==> config.mk <==
export PLATFORM = sky130hd
export DESIGN_NAME = serial_subtractor
export DESIGN_NICKNAME = d
export VERILOG_FILES = /design/src/rtl/serial_subtractor.sv
export SDC_FILE = /design/constraint.sdc
export NUM_CORES = 1
export LEC_CHECK = 0
export CAP_MARGIN = 20
export CORE_ASPECT_RATIO = 0.5
export CORE_UTILIZATION = 30
export DETAILED_ROUTE_END_ITERATION = 16
export MAX_ROUTING_LAYER = met4
export PLACE_DENSITY = 0.58
export SLEW_MARGIN = 20
export SYNTH_ARGS = -nofsm -noshare
export SYNTH_HDL_FRONTEND = slang
export SYNTH_SLANG_ARGS = --single-unit
==> constraint.sdc <==
create_clock -name clk -period 2.35 [get_ports clk]
set_input_delay 0.47 -clock clk [delete_from_list [all_inputs] [get_ports clk]]
set_output_delay 0.47 -clock clk [all_outputs]
set_load 0.05 [all_outputs]
==> src/rtl/serial_subtractor.sv <==
// Bit-serial WIDTH-bit subtractor: diff = a - b, one bit per clock, LSB first,
// with a registered borrow and a start/busy/done handshake.
module serial_subtractor #(
  parameter int unsigned WIDTH = 8
) (
  input  logic             clk,
  input  logic             rst,
  input  logic             start,
  input  logic [WIDTH-1:0] a,
  input  logic [WIDTH-1:0] b,
  output logic [WIDTH-1:0] diff,
  output logic             bout,
  output logic             busy,
  output logic             done
);

  localparam int unsigned CNT_W = $clog2(WIDTH);

  typedef enum logic [1:0] {
    IDLE = 2'd0,
    RUN  = 2'd1,
    DONE = 2'd2
  } state_t;

  state_t state, state_next;

  logic [WIDTH-1:0] sa;
  logic [WIDTH-1:0] sb;
  logic [WIDTH-1:0] sr;
  logic             br;
  logic [CNT_W-1:0] cnt;

  logic             d_c;
  logic             br_next_c;
  logic [WIDTH-1:0] sr_shift_c;
  logic             last_c;
  logic             accept_c;

  // Full-subtractor slice on the current LSBs plus the partial result with this bit inserted.
  always_comb begin
    d_c        = sa[0] ^ sb[0] ^ br;
    br_next_c  = (~sa[0] & sb[0]) | (~(sa[0] ^ sb[0]) & br);
    sr_shift_c = {d_c, (WIDTH-1)'(sr >> 1)};
    last_c     = (cnt == CNT_W'(WIDTH - 1));
    accept_c   = ((state == IDLE) || (state == DONE)) && start;
  end

  // Next-state logic.
  always_comb begin
    state_next = state;
    case (state)
      IDLE:    if (start) state_next = RUN;
      RUN:     if (last_c) state_next = DONE;
      DONE:    state_next = start ? RUN : IDLE;
      default: state_next = IDLE;
    endcase
  end

  // State register; busy/done are registered copies of the state decode.
  always_ff @(posedge clk) begin
    if (rst) begin
      state <= IDLE;
      busy  <= 1'b0;
      done  <= 1'b0;
    end else begin
      state <= state_next;
      busy  <= (state_next == RUN);
      done  <= (state_next == DONE);
    end
  end

  // Operand load, serial shift and result capture on the final bit.
  always_ff @(posedge clk) begin
    if (rst) begin
      sa   <= '0;
      sb   <= '0;
      sr   <= '0;
      br   <= 1'b0;
      cnt  <= '0;
      diff <= '0;
      bout <= 1'b0;
    end else if (accept_c) begin
      sa  <= a;
      sb  <= b;
      br  <= 1'b0;
      cnt <= '0;
    end else if (state == RUN) begin
      sa  <= sa >> 1;
      sb  <= sb >> 1;
      sr  <= sr_shift_c;
      br  <= br_next_c;
      cnt <= cnt + CNT_W'(1);
      if (last_c) begin
        diff <= sr_shift_c;
        bout <= br_next_c;
      end
    end
  end

endmodule

* After elaboration in Yosys (flattened, before gate mapping) *
Index checks and enable logic that the tools add are counted.

storage, ports and cells
  bits in registers = 41
  latch bits = 0
  RAM bits = 0
  ROM bits = 0
  input port bits = 19
  output and inout port bits = 11
  logic and storage cells = 39
  memories kept = 0

operators by class
  add/subtract/negate cells = 1
  $mul = 0
  divide/modulo/power cells = 0
  $lt $le $gt $ge = 0
  eq/ne operators = 5
  shift operators = 0
  multiplexer cells = 8
  bitwise gates (word level) = 8
  reductions and logical operators = 7

operators with widths
  cell                                                 number
  two-way mux 8 bit                                    4
  one-hot mux 2 bit (3 select lines)                   1
  equality test 2 x 1 -> 1 bit, second input constant  2
  equality test 2 bit, second input constant           2
  two-way mux 2 bit                                    2
  adder 3 x 1 -> 3 bit, second input constant          1
  equality test 3 bit, second input constant           1
  inverter 1 bit                                       3
  AND reduction 3 bit                                  1
  AND 1 bit                                            2
  logical NOT 2 bit                                    1
  AND reduction 2 bit                                  1
  nonzero test 2 bit                                   1
  OR reduction 2 bit                                   1
  bitwise XOR 1 bit                                    2
  logical AND 1 bit                                    1
  logical OR 1 bit                                     1
  two-way mux 1 bit                                    1
  bitwise OR 1 bit                                     1

* Depth between registers and ports, before layout *
  depth in word-level cells = 5
  mapped depth = 5
  gate-level depth less buffers = 5

* Worst setup path before layout *
No wires, ideal clock.

  kind = reg2reg
  start = register cnt[0]
  end = register busy
  setup time = 0.128 ns
  arrival = 1.114 ns
  path slack = 1.108 ns
  cell stages (with the launch flop) = 6
  buffers on the path = 1
  cell sequence = dfxtp_1 ha_1 ha_1 buf_1 o21a_1 nor2_1

on the way
  cells in the longest elaborated chain, start to end = 4

RTL lines
  element                             RTL line  source
  start: declaration                  31        logic [CNT_W-1:0] cnt;
  start signal: assignment            92        cnt <= cnt + CNT_W'(1);
  equality test 3 bit                 44        last_c = (cnt == CNT_W'(WIDTH - 1));
  two-way mux 2 bit                   53        RUN: if (last_c) state_next = DONE;
  one-hot mux 2 bit (3 select lines)  51        case (state)
  equality test 2 x 1 -> 1 bit        67        busy <= (state_next == RUN);
  end signal: assignment              67
  end: declaration                    13        output logic busy,

No other way between the ends.
A chain may end at the register's enable or synchronous reset.

* Worst setup path after layout *
  start = register diff[3]
  end = output diff[3]

RTL lines
  element                   RTL line  source
  start: declaration        11        output logic [WIDTH-1:0] diff,
  start signal: assignment  94        diff <= sr_shift_c;

No word-level cell between the ends.

==> impl_metrics.ini <==
[run_status]
status = complete, no violations

[grt]
gr-total-overflow = 0
grt_pass1_wl_um = 5471
antenna_found_initial = 0
grt_pass1_vias = 1191
grt_max_degree = 41
grtUsageTotal_pct = 13.02

[detailed_routing]
drc = 0
first_pass_iters = 4
vias_per_cell = 4.627
finalWirelength_um = 3272
drt_iter0_markers = 29
vias = 1291
routedWlPerCell_um = 11.73
ant_nets = 0

[clock_tree]
cts_tree = done
cts_resized = 0
cts_buffer_depth = 2
ctsHoldBuffers = 0
ctsRootBufferMaster = clkbuf_8
clk_latency_ns = 0.29
cts_max_level = 2
cts_setup_buffers = 0
clk_pin_slew_worst_paths_ns = 0.07
clock-sinks = 40
cts_buffers = 5

[yosys]
synth_edf_count = 0
synth_flop_cell = dfxtp_1
yosysSeqAreaShare_pct = 50.55
synth-seq-cells = 40
syn_inst = 182
ys_warn_count = 0
netlist_area_um2 = 1584
async_flop_share_pct = 0
synth.distinct_cells = 27
syn_area_per_cell_um2 = 8.703
syn-num-nets = 204

[floorplan]
initial_core_util_pct = 31.68
rows = 18
core_area_um2 = 5000
fp.dieH_um = 53.38
die_area_um2 = 5592
io_pins = 30
die_x_um = 104.8

[layout]
final_common_cell = nand2_1
final_cell_area_um2 = 2008
finalNetCount = 230
layout_common_cells = nand2_1, dfxtp_1, clkdlybuf4s50_1
syn_to_final_growth_pct = 26.78
n_fill_cell = 518
antenna_cells = 0
drive_gt1_share_pct = 6.220

[power_and_ir_drop]
p_per_area_nw_per_um2 = 675.0
p_leak_nw = 0.6879
comb_power_share_pct = 12.0
irDropWorstVdd_mv = 0.2136
p_total_mw = 1.356
switching_share_pct = 24.62
power.internal_mw = 1.022
p_clk_share_pct = 34.5
pwr-share-seq_pct = 53.5
switching_power_mw = 0.3338

[setup_path]
worstPathRequired_ns = 1.88
path_buf_inv = 1
arrival_ns = 1.42
end_kind = output port
cp_top_family = buffers and inverters
crit_slowest_cell = clkdlybuf4s50_1
critPathLaunchType = register
cpPeakStageDelay_ns = 0.80
crit_fanout = 2
crit_chain = clkdlybuf4s50_1
critPathKind = register to output port

[place]
pre_cts_ws_ns = 0.4331
gp_congestion = 0.6922
portBuffers = 29
place_area_um2 = 1918
dpl.hpwl_um = 2070

[sta]
max_freq_mhz = 528.3
finalCriticalPeriod_ns = 1.893
tightest_slew_ns = 0.8457
rsz0062_at_grt = no
period_share_pct = 80.55
drv_slew = 0
setup_viol = 0
skew_ns = 0.002155
fin_tns_setup_ns = 0
hold_violations = 0
maxSlewHeadroom_pct = 43.62
setup_slack_ns = 0.4571
hold-worst-slack_ns = 0.4545

[run]
drv_cap = 0

[min_path]
hold_path.class = register to register
==> per-stage QoR <==
stage | cells | utilization, %
after floorplan | 182 | -
after global placement | 271 | 38.36
after detailed placement | 271 | 38.36
after CTS | 279 | 40.17
after global routing | 279 | 40.17
final | 279 | 40.17
==> power by group through the flow <==
| stage | clock (mW) | sequential, mW | combinational (mW) |
|---|---|---|---|
| finish | 0.467 | 0.725 | 0.163 |
| global route | 0.510 | 0.730 | 0.181 |
| CTS | 0.480 | 0.725 | 0.165 |
| detailed placement | 0 | 0.741 | 0.163 |
| global placement | 0 | 0.740 | 0.161 |
| floorplan | 0 | 0.742 | 0.110 |
==> cell type report <==
cell class / count / area (µm²) / area share (%)
Multi-Input combinational cell: 125 / 681.9 / 33.96
Tap cell: 70 / 87.58 / 4.361
Clock buffer: 8 / 90.09 / 4.486
Inverter: 2 / 7.507 / 0.3738
Sequential cell: 40 / 800.8 / 39.88
Timing Repair Buffer: 34 / 340.3 / 16.95
==> synthesized netlist by cell type (2+ instances only) <==
| master | instances | area share, % |
|---|---|---|
| a21oi_1 | 18 | 5.7 |
| a22oi_1 | 2 | 0.95 |
| a311oi_1 | 12 | 6.6 |
| buf_2 | 2 | 0.63 |
| buf_4 | 3 | 1.4 |
| buf_6 | 3 | 2.1 |
| clkbuf_1 | 5 | 1.2 |
| dfxtp_1 | 40 | 51 |
| ha_1 | 2 | 1.6 |
| inv_1 | 2 | 0.47 |
| mux2i_1 | 4 | 2.5 |
| nand2_1 | 44 | 10 |
| nand2b_1 | 2 | 0.79 |
| nand3_1 | 10 | 3.2 |
| nor2_1 | 16 | 3.8 |
| nor3_1 | 6 | 1.9 |
==> logic make-up after synthesis <==
logic type	count (synthesis)	share of synthesized area (%)
AOI/OAI and AO/OA	35	15.09
xor gates and xnor gates	1	0.5530
adders and majority gates	3	2.843
buffers and inverters	17	6.398
DFF	40	50.55
muxes	4	2.528
and+or+nand+nor	82	22.04
==> worst paths after layout <==
path / from / to / cells after the start / slack (ns)
setup / recovery: diff[3] / diff[3] / 1 / 0.46
hold / removal: diff[1] / diff[1] / 2 / 0.45
setup reg to reg: state[0] / cnt[2] / 4 / 0.77
hold reg to reg: diff[1] / diff[1] / 2 / 0.45
==> sequential cells by signal, indices dropped and copies added, names as in the netlist <==
signal,flops
diff,8
sa,8
sb,8
sr,7
cnt,3
state,2
bout,1
br,1
busy,1
done,1
==> routing by layer <==
layer | share of wire [%] | global-route usage [%] | vias up
met3 | 4.0 | 3.571 | 5
met2 | 46 | 22.08 | 22
met1 | 49 | 15.18 | 591
met5 | 0 | - | -
met4 | 0.89 | 4.930 | 0
li1 | - | - | 673
Power figures use the tool's default switching activity.
